`config.mk`:
```
export PLATFORM = sky130hd
export DESIGN_NAME = dmem_arbiter_flat
export DESIGN_NICKNAME = d
export VERILOG_FILES = /design/src/rtl/dmem_pkg.sv /design/src/rtl/dmem_arbiter_if.sv /design/src/rtl/dmem_rr_pick.sv /design/src/rtl/dmem_arbiter.sv /design/src/flat_wrapper.sv
export SDC_FILE = /design/constraint.sdc
export NUM_CORES = 1
export LEC_CHECK = 0
export CORE_MARGIN = 5
export CORE_UTILIZATION = 39
export DETAILED_ROUTE_END_ITERATION = 8
export HOLD_SLACK_MARGIN = 0.05
export PLACE_DENSITY = 0.87
export SLEW_MARGIN = 20
export SYNTH_ARGS = -nofsm -noshare
export SYNTH_HDL_FRONTEND = slang
export SYNTH_HIERARCHICAL = 1
export SYNTH_SLANG_ARGS = --single-unit
```
`constraint.sdc`:
```
create_clock -name clock -period 6.9 [get_ports clock]
set_input_delay 1.035 -clock clock [delete_from_list [all_inputs] [get_ports clock]]
set_output_delay 1.035 -clock clock [all_outputs]
set_load 0.1 [all_outputs]
```
`src/rtl/dmem_pkg.sv`:
```
// ----------------------------------------------------------------------------
// dmem_pkg
// Shared definitions for the data-memory arbiter and the memory it fronts:
// default bus widths, arbiter state encoding and requester identifiers.
// ----------------------------------------------------------------------------
package dmem_pkg;

  // Default widths, shared with the single-port data memory.
  localparam int DMEM_DATA_W = 32;
  localparam int DMEM_ADDR_W = 8;

  // Arbiter state: free arbitration, or ownership held by one requester.
  typedef enum logic [1:0] {
    IDLE   = 2'd0,
    LOCK_C = 2'd1,
    LOCK_D = 2'd2
  } arb_state_e;

  // Requester identifiers, used for the last-winner record.
  localparam logic REQ_C = 1'b0;
  localparam logic REQ_D = 1'b1;

endpackage

```
`src/rtl/dmem_arbiter_if.sv`:
```
// ----------------------------------------------------------------------------
// dmem_arbiter_if
// Bundles both requester handshakes (core C, DMA D) and the memory-side bus.
//   c_* / d_* : req, we, lock, addr, wdata in; gnt, rvalid, rdata out
//   mem_*     : addr, wdata, we out to memory; rdata in (combinational)
// Modport slave is taken by the arbiter; modport master by the requesters
// and memory model that surround it.
// ----------------------------------------------------------------------------
interface dmem_arbiter_if
  import dmem_pkg::*;
#(
  parameter int DATA_WIDTH = DMEM_DATA_W,
  parameter int ADDR_WIDTH = DMEM_ADDR_W
);

  logic                  c_req_i;
  logic                  c_we_i;
  logic                  c_lock_i;
  logic [ADDR_WIDTH-1:0] c_addr_i;
  logic [DATA_WIDTH-1:0] c_wdata_i;
  logic                  c_gnt_o;
  logic                  c_rvalid_o;
  logic [DATA_WIDTH-1:0] c_rdata_o;

  logic                  d_req_i;
  logic                  d_we_i;
  logic                  d_lock_i;
  logic [ADDR_WIDTH-1:0] d_addr_i;
  logic [DATA_WIDTH-1:0] d_wdata_i;
  logic                  d_gnt_o;
  logic                  d_rvalid_o;
  logic [DATA_WIDTH-1:0] d_rdata_o;

  logic [ADDR_WIDTH-1:0] mem_addr_o;
  logic [DATA_WIDTH-1:0] mem_wdata_o;
  logic                  mem_we_o;
  logic [DATA_WIDTH-1:0] mem_rdata_i;

  modport slave (
    input  c_req_i, c_we_i, c_lock_i, c_addr_i, c_wdata_i,
    input  d_req_i, d_we_i, d_lock_i, d_addr_i, d_wdata_i,
    input  mem_rdata_i,
    output c_gnt_o, c_rvalid_o, c_rdata_o,
    output d_gnt_o, d_rvalid_o, d_rdata_o,
    output mem_addr_o, mem_wdata_o, mem_we_o
  );

  modport master (
    output c_req_i, c_we_i, c_lock_i, c_addr_i, c_wdata_i,
    output d_req_i, d_we_i, d_lock_i, d_addr_i, d_wdata_i,
    output mem_rdata_i,
    input  c_gnt_o, c_rvalid_o, c_rdata_o,
    input  d_gnt_o, d_rvalid_o, d_rdata_o,
    input  mem_addr_o, mem_wdata_o, mem_we_o
  );

endinterface

```
`src/rtl/dmem_rr_pick.sv`:
```
// ----------------------------------------------------------------------------
// dmem_rr_pick
// Combinational two-way round-robin picker.
//   i_req_c, i_req_d   : requests
//   i_last_winner      : REQ_C / REQ_D, who won the previous grant
//   i_force_c/d        : owner of an unexpired lock; wins if it requests
//   o_gnt_c, o_gnt_d   : one-hot (or zero) grant
// ----------------------------------------------------------------------------
module dmem_rr_pick
  import dmem_pkg::*;
(
  input  logic i_req_c,
  input  logic i_req_d,
  input  logic i_last_winner,
  input  logic i_force_c,
  input  logic i_force_d,
  output logic o_gnt_c,
  output logic o_gnt_d
);

  always_comb begin
    o_gnt_c = 1'b0;
    o_gnt_d = 1'b0;
    if (i_force_c) begin
      o_gnt_c = i_req_c;
    end else if (i_force_d) begin
      o_gnt_d = i_req_d;
    end else if (i_req_c && i_req_d) begin
      // Conflict: the side that did not win last time goes now.
      if (i_last_winner == REQ_D) o_gnt_c = 1'b1;
      else                        o_gnt_d = 1'b1;
    end else begin
      o_gnt_c = i_req_c;
      o_gnt_d = i_req_d;
    end
  end

endmodule

```
`src/rtl/dmem_arbiter.sv`:
```
// ----------------------------------------------------------------------------
// dmem_arbiter
// Shares a single-port data memory between the core LSU (C) and the DMA
// engine (D): one access per cycle, round-robin on conflicts, and a bounded
// lock so a requester can keep ownership for read-modify-write sequences.
// Read data is registered and returned with a one-cycle rvalid pulse.
//   clock : rising-edge system clock
//   reset : asynchronous, active-low
//   bus   : dmem_arbiter_if.slave (requester handshakes + memory bus)
// ----------------------------------------------------------------------------
module dmem_arbiter
  import dmem_pkg::*;
#(
  parameter int DATA_WIDTH = DMEM_DATA_W,
  parameter int ADDR_WIDTH = DMEM_ADDR_W,
  parameter int LOCK_MAX   = 4
)(
  input  logic           clock,
  input  logic           reset,
  dmem_arbiter_if.slave  bus
);

  localparam int                CNT_W   = $clog2(LOCK_MAX + 1);
  localparam logic [CNT_W-1:0]  CNT_MAX = CNT_W'(LOCK_MAX);
  localparam logic [CNT_W-1:0]  CNT_ONE = CNT_W'(1);

  arb_state_e            r_state;
  logic                  r_last_winner;
  logic [CNT_W-1:0]      r_lock_cnt;

  logic                  r_c_rvalid;
  logic [DATA_WIDTH-1:0] r_c_rdata;
  logic                  r_d_rvalid;
  logic [DATA_WIDTH-1:0] r_d_rdata;

  logic                  w_lock_c;
  logic                  w_lock_d;
  logic                  w_hold_c;
  logic                  w_hold_d;
  logic                  w_hold;
  logic                  w_broken;
  logic                  w_pick_last;
  logic                  w_pick_c;
  logic                  w_pick_d;
  logic                  w_gnt_c;
  logic                  w_gnt_d;
  logic                  w_win;
  logic                  w_win_lock;
  logic [ADDR_WIDTH-1:0] w_mem_addr;
  logic [DATA_WIDTH-1:0] w_mem_wdata;
  logic                  w_mem_we;

  assign w_lock_c = (r_state == LOCK_C);
  assign w_lock_d = (r_state == LOCK_D);

  // Owner keeps priority only while it requests and the lock is unexpired.
  assign w_hold_c = w_lock_c && bus.c_req_i && (r_lock_cnt < CNT_MAX);
  assign w_hold_d = w_lock_d && bus.d_req_i && (r_lock_cnt < CNT_MAX);
  assign w_hold   = w_hold_c || w_hold_d;

  // Expired lock with the owner still requesting: the owner is treated as
  // the last winner so the other side gets its turn.
  assign w_broken = ((w_lock_c && bus.c_req_i) || (w_lock_d && bus.d_req_i)) &&
                    (r_lock_cnt >= CNT_MAX);

  always_comb begin
    w_pick_last = r_last_winner;
    if (w_broken) w_pick_last = w_lock_d ? REQ_D : REQ_C;
  end

  dmem_rr_pick u_pick (
    .i_req_c       (bus.c_req_i),
    .i_req_d       (bus.d_req_i),
    .i_last_winner (w_pick_last),
    .i_force_c     (w_hold_c),
    .i_force_d     (w_hold_d),
    .o_gnt_c       (w_pick_c),
    .o_gnt_d       (w_pick_d)
  );

  // Reset kills grants combinationally so nothing reaches memory while low.
  assign w_gnt_c    = w_pick_c && reset;
  assign w_gnt_d    = w_pick_d && reset;
  assign w_win      = w_gnt_c || w_gnt_d;
  assign w_win_lock = w_gnt_c ? bus.c_lock_i : bus.d_lock_i;

  always_comb begin
    w_mem_addr  = '0;
    w_mem_wdata = '0;
    w_mem_we    = 1'b0;
    if (w_gnt_c) begin
      w_mem_addr  = bus.c_addr_i;
      w_mem_wdata = bus.c_wdata_i;
      w_mem_we    = bus.c_we_i;
    end else if (w_gnt_d) begin
      w_mem_addr  = bus.d_addr_i;
      w_mem_wdata = bus.d_wdata_i;
      w_mem_we    = bus.d_we_i;
    end
  end

  // Lock FSM and last-winner record.
  always_ff @(posedge clock or negedge reset) begin
    if (!reset) begin
      r_state       <= IDLE;
      r_lock_cnt    <= '0;
      r_last_winner <= REQ_D;
    end else if (w_win) begin
      r_last_winner <= w_gnt_d ? REQ_D : REQ_C;
      if (w_hold) begin
        if (w_win_lock) begin
          r_lock_cnt <= r_lock_cnt + CNT_ONE;
        end else begin
          r_state    <= IDLE;
          r_lock_cnt <= '0;
        end
      end else if (!w_broken && w_win_lock) begin
        r_state    <= w_gnt_c ? LOCK_C : LOCK_D;
        r_lock_cnt <= CNT_ONE;
      end else begin
        r_state    <= IDLE;
        r_lock_cnt <= '0;
      end
    end else begin
      r_state    <= IDLE;
      r_lock_cnt <= '0;
    end
  end

  // Read return: capture memory data at the edge ending a granted read.
  always_ff @(posedge clock or negedge reset) begin
    if (!reset) begin
      r_c_rvalid <= 1'b0;
      r_c_rdata  <= '0;
      r_d_rvalid <= 1'b0;
      r_d_rdata  <= '0;
    end else begin
      r_c_rvalid <= w_gnt_c && !bus.c_we_i;
      r_d_rvalid <= w_gnt_d && !bus.d_we_i;
      if (w_gnt_c && !bus.c_we_i) r_c_rdata <= bus.mem_rdata_i;
      if (w_gnt_d && !bus.d_we_i) r_d_rdata <= bus.mem_rdata_i;
    end
  end

  assign bus.c_gnt_o     = w_gnt_c;
  assign bus.d_gnt_o     = w_gnt_d;
  assign bus.c_rvalid_o  = r_c_rvalid;
  assign bus.c_rdata_o   = r_c_rdata;
  assign bus.d_rvalid_o  = r_d_rvalid;
  assign bus.d_rdata_o   = r_d_rdata;
  assign bus.mem_addr_o  = w_mem_addr;
  assign bus.mem_wdata_o = w_mem_wdata;
  assign bus.mem_we_o    = w_mem_we;

endmodule

```
`src/flat_wrapper.sv`:
```
// flat-port wrapper written by rule: the top's interface ports become plain ports
module dmem_arbiter_flat import dmem_pkg::*;
#(
  parameter int DATA_WIDTH = DMEM_DATA_W,
  parameter int ADDR_WIDTH = DMEM_ADDR_W,
  parameter int LOCK_MAX   = 4
)
  (clock, reset, bus_c_req_i, bus_c_we_i, bus_c_lock_i, bus_c_addr_i, bus_c_wdata_i, bus_d_req_i, bus_d_we_i, bus_d_lock_i, bus_d_addr_i, bus_d_wdata_i, bus_mem_rdata_i, bus_c_gnt_o, bus_c_rvalid_o, bus_c_rdata_o, bus_d_gnt_o, bus_d_rvalid_o, bus_d_rdata_o, bus_mem_addr_o, bus_mem_wdata_o, bus_mem_we_o);
  dmem_arbiter_if #(.DATA_WIDTH(DATA_WIDTH), .ADDR_WIDTH(ADDR_WIDTH)) bus_i ();
  input  logic clock;
  input  logic reset;
  input wire logic [$bits(bus_i.c_req_i)-1:0] bus_c_req_i;
  input wire logic [$bits(bus_i.c_we_i)-1:0] bus_c_we_i;
  input wire logic [$bits(bus_i.c_lock_i)-1:0] bus_c_lock_i;
  input wire logic [$bits(bus_i.c_addr_i)-1:0] bus_c_addr_i;
  input wire logic [$bits(bus_i.c_wdata_i)-1:0] bus_c_wdata_i;
  input wire logic [$bits(bus_i.d_req_i)-1:0] bus_d_req_i;
  input wire logic [$bits(bus_i.d_we_i)-1:0] bus_d_we_i;
  input wire logic [$bits(bus_i.d_lock_i)-1:0] bus_d_lock_i;
  input wire logic [$bits(bus_i.d_addr_i)-1:0] bus_d_addr_i;
  input wire logic [$bits(bus_i.d_wdata_i)-1:0] bus_d_wdata_i;
  input wire logic [$bits(bus_i.mem_rdata_i)-1:0] bus_mem_rdata_i;
  output wire logic [$bits(bus_i.c_gnt_o)-1:0] bus_c_gnt_o;
  output wire logic [$bits(bus_i.c_rvalid_o)-1:0] bus_c_rvalid_o;
  output wire logic [$bits(bus_i.c_rdata_o)-1:0] bus_c_rdata_o;
  output wire logic [$bits(bus_i.d_gnt_o)-1:0] bus_d_gnt_o;
  output wire logic [$bits(bus_i.d_rvalid_o)-1:0] bus_d_rvalid_o;
  output wire logic [$bits(bus_i.d_rdata_o)-1:0] bus_d_rdata_o;
  output wire logic [$bits(bus_i.mem_addr_o)-1:0] bus_mem_addr_o;
  output wire logic [$bits(bus_i.mem_wdata_o)-1:0] bus_mem_wdata_o;
  output wire logic [$bits(bus_i.mem_we_o)-1:0] bus_mem_we_o;
  assign bus_i.c_req_i = bus_c_req_i;
  assign bus_i.c_we_i = bus_c_we_i;
  assign bus_i.c_lock_i = bus_c_lock_i;
  assign bus_i.c_addr_i = bus_c_addr_i;
  assign bus_i.c_wdata_i = bus_c_wdata_i;
  assign bus_i.d_req_i = bus_d_req_i;
  assign bus_i.d_we_i = bus_d_we_i;
  assign bus_i.d_lock_i = bus_d_lock_i;
  assign bus_i.d_addr_i = bus_d_addr_i;
  assign bus_i.d_wdata_i = bus_d_wdata_i;
  assign bus_i.mem_rdata_i = bus_mem_rdata_i;
  assign bus_c_gnt_o = bus_i.c_gnt_o;
  assign bus_c_rvalid_o = bus_i.c_rvalid_o;
  assign bus_c_rdata_o = bus_i.c_rdata_o;
  assign bus_d_gnt_o = bus_i.d_gnt_o;
  assign bus_d_rvalid_o = bus_i.d_rvalid_o;
  assign bus_d_rdata_o = bus_i.d_rdata_o;
  assign bus_mem_addr_o = bus_i.mem_addr_o;
  assign bus_mem_wdata_o = bus_i.mem_wdata_o;
  assign bus_mem_we_o = bus_i.mem_we_o;
  dmem_arbiter #(.DATA_WIDTH(DATA_WIDTH), .ADDR_WIDTH(ADDR_WIDTH), .LOCK_MAX(LOCK_MAX)) u_core (.clock(clock), .reset(reset), .bus(bus_i));
endmodule
```
==> flow_summary_export.csv <==
group,metric,value,unit
outcome,status,"completed",
synth,synth_fp_nets,357,
detailed_routing,first_pass_iters,4,
detailed_routing,wire_per_inst,20.7,um
critical_path,criticalPathCategory,"in2out",
synth,synth_seq_cells,72,
clock_network,cts_root_buf,"clkbuf_8",
clock_network,clk_path_buf_depth,2,
power_and_ir_drop,comb_power_share,60.7,%
clock_network,holdBufCountCts,0,
global_route,overflow,0,
global_route,antenna_found_initial,0,
finish,final_common_cell,"clkdlybuf4s50_1",
critical_path,required,5.86,ns
power_and_ir_drop,p_switching,0.00128,W
power_and_ir_drop,p_leak,2.61,nW
clock_network,cts_made_buffers,9,
worst_hold_path,hold_path.class,"reg2reg",
critical_path,slowest_delay,1.18,ns
place,dp_cells,561,
place,dp_hpwl,9630,um
critical_path,ff2ff_setup_slack,3.71,ns
timing,relSlewSlack,32.8,%
finish,final_util,67.8,%
critical_path,cp_max_fo,28,
power_and_ir_drop,internal-power,0.00111,W
die,core,0.00859,mm^2
synth,syn_avg_cell_area,14.3,um^2
die,pin_count,229,
place,gp_congestion,0.943,
timing,min_period,5.46,ns
timing,holdWs,0.508,ns
finish,antenna_cells,0,
power_and_ir_drop,p_clk_share,14.8,%
clock_network,clkSlewWorstSetupHoldPaths,0.07,ns
clock_network,tritoncts,"done",
timing,rsz0062_at_grt,"no",
finish,synthToLayoutAreaGrowth,72.2,%
timing,tightest_slew,1.00,ns
power_and_ir_drop,irDropWorstVdd,0.000190,V
finish,nets,585,
power_and_ir_drop,seq_power_share,24.5,%
clock_network,cts_num_sinks,72,
critical_path,crit_path_cell_trace,"clkdlybuf4s50_1 -> nand3b_1 -> a21boi_0 -> o21ai_0 -> o221a_1 -> nand2_1 -> inv_2 -> buf_4 -> clkdlybuf4s50_1",
timing,fmax,183,MHz
clock_network,cts_setup_buffers,0,
global_route,grt_pass1_wl,17600,um
detailed_routing,route.detailed.drc,0,
detailed_routing,ant_nets,0,
detailed_routing,num_vias,2937,
detailed_routing,routed_wl,11900,um
clock_network,htree_levels,3,
detailed_routing,first_iter_violations,131,
timing,finalHoldViolCount,0,
timing,drv_slew,0,
synth,ys_seq_area_share,53.3,%
finish,fin_cells,577,
die,rows,34,
finish,drive_gt1_share,27.5,%
timing,fin_skew,0.00885,ns
global_route,grt_usage,22.1,%
synth,synth_cell_type_count,34,
critical_path,crit_top_cell,"clkdlybuf4s50_1",
die,fp.dieH,103,um
synth,syn_inst,236,
critical_path,arrival,4.43,ns
timing,finalCritPeriodShare,79.2,%
die,start_util,39.4,%
die,dieArea,0.0106,mm^2
clock_network,cts-resized-gates,0,
global_route,grt_pass1_vias,3101,
finish,final_cell_mix,"clkdlybuf4s50_1 (187), dfrtp_1 (71), buf_4 (44)",
detailed_routing,viasPerCell,5.09,
die,die_w,103,um
critical_path,slowest_stage,"clkdlybuf4s50_1",
clock_network,clk_latency,0.34,ns
timing,setup_viol,0,
synth,synth.cell_area,0.00338,mm^2
power_and_ir_drop,p_total,0.00239,W
global_route,grt_max_degree,77,
synth,yosysWarnings,6,
place,port_buffers,228,
critical_path,end_kind,"output pin",
power_and_ir_drop,sw_frac_of_total,53.6,%
power_and_ir_drop,power_density,411,mW/mm^2
timing,finalSetupTns,0,ns
flow_run,cap_violations,0,
critical_path,cp-start-kind,"input port",
power groups by stage:
stage | clock [W] | sequential [W] | combinational, W
2_1_floorplan | 0 | 0.00135 | 0.000326
3_3_place_gp | 0 | 0.000589 | 0.00145
3_5_place_dp | 0 | 0.000594 | 0.00146
4_1_cts | 0.000365 | 0.000588 | 0.00146
5_1_grt | 0.000384 | 0.000600 | 0.00149
6_report | 0.000354 | 0.000587 | 0.00145
cells in the mapped netlist:
cell type  number  area share, %
nand2_1         7           0.78
nor3_1          2           0.30
a31oi_1         1           0.18
and3b_1         1           0.26
clkbuf_1        6           0.67
nand2b_1        1           0.18
buf_2           3           0.44
nand3_1         1           0.15
a21oi_1         4           0.59
mux2_4         32             14
a22o_1         40             10
dfrtp_1        71             52
a41o_1          1           0.30
nand2b_2        1           0.26
mux2i_1         1           0.30
buf_6           4            1.3
and3_1          2           0.37
inv_1           4           0.44
nand2b_4        1           0.41
a211oi_1        1           0.22
o221a_1         1           0.33
inv_2           2           0.22
nand3b_1        3           0.67
buf_8           2           0.89
ha_1            1           0.37
or4_1           1           0.22
dfstp_2         1           0.78
o21ai_0         3           0.44
inv_8           1           0.33
or2_1           1           0.18
a21boi_0        1           0.22
nor2_1          2           0.22
nand4b_1        1           0.26
mux2_2         32             11
per-layer routing:
layer / vias up / share of wire [%] / global-route usage [%]
li1: 1330 / - / -
met1: 1402 / 34 / 23.5
met2: 183 / 52 / 39.4
met3: 22 / 10 / 7.51
met4: 0 / 3.7 / 9.96
met5: - / 0 / 0
per-stage QoR:
step | worst slack, ns | cell area (um^2)
6_report | 1.44 | 5830
5_1_grt | 1.23 | 5830
4_1_cts | 1.51 | 5830
3_5_place_dp | 1.52 | 5610
3_3_place_gp | 1.61 | 5610
2_1_floorplan | 1.80 | 3380
cells by family after synthesis:
kind of cell,after synthesis,synth area share (%)
compound gates,52,12.6
fa+ha+maj,1,0.370
buf+inv,22,4.33
flops,72,53.3
mux,65,25.1
simple gates,24,4.25
critical path: cells and delay by family:
family                 cells  cell delay, ns
AND/OR/NAND/NOR            2            0.36
buffers and inverters      4            2.31
AO/OA/AOI/OAI              3            0.71
flip-flops by register name (all words and copies together) (netlist names):
signal and flops:
u_core/bus.c_rdata_o 32, u_core/bus.d_rdata_o 32, u_core/r_lock_cnt 3, u_core/r_state 2
u_core/bus.c_rvalid_o 1, u_core/bus.d_rvalid_o 1, u_core/r_last_winner 1
layout make-up:
type | instances | area (um^2)
fill | 634 | 2770
timing repair buffer | 232 | 2210
sequential | 72 | 1800
multi-input combinational | 142 | 1440
tap | 108 | 135
clock buffer | 11 | 131
clock inverter | 5 | 81.3
inverter | 7 | 33.8
final timing paths:
| check | start | end | cells after the start |
|---|---|---|---|
| min in group asynchronous | reset | u_core/bus.c_rdata_o[22]$_DFFE_PN0P_ | 2 |
| worst min register to register | u_core/bus.c_rdata_o[13]$_DFFE_PN0P_ | u_core/bus.c_rdata_o[13]$_DFFE_PN0P_ | 1 |
| worst max-delay path | bus_c_req_i | bus_c_gnt_o | 9 |
| worst max register to register | u_core/r_state[0]$_DFFE_PN0P_ | u_core/bus.c_rdata_o[15]$_DFFE_PN0P_ | 10 |
| max in group asynchronous | reset | u_core/bus.d_rdata_o[25]$_DFFE_PN0P_ | 2 |
| worst min-delay path | u_core/bus.c_rdata_o[13]$_DFFE_PN0P_ | u_core/bus.c_rdata_o[13]$_DFFE_PN0P_ | 1 |
(Power assumes the default switching activity.)
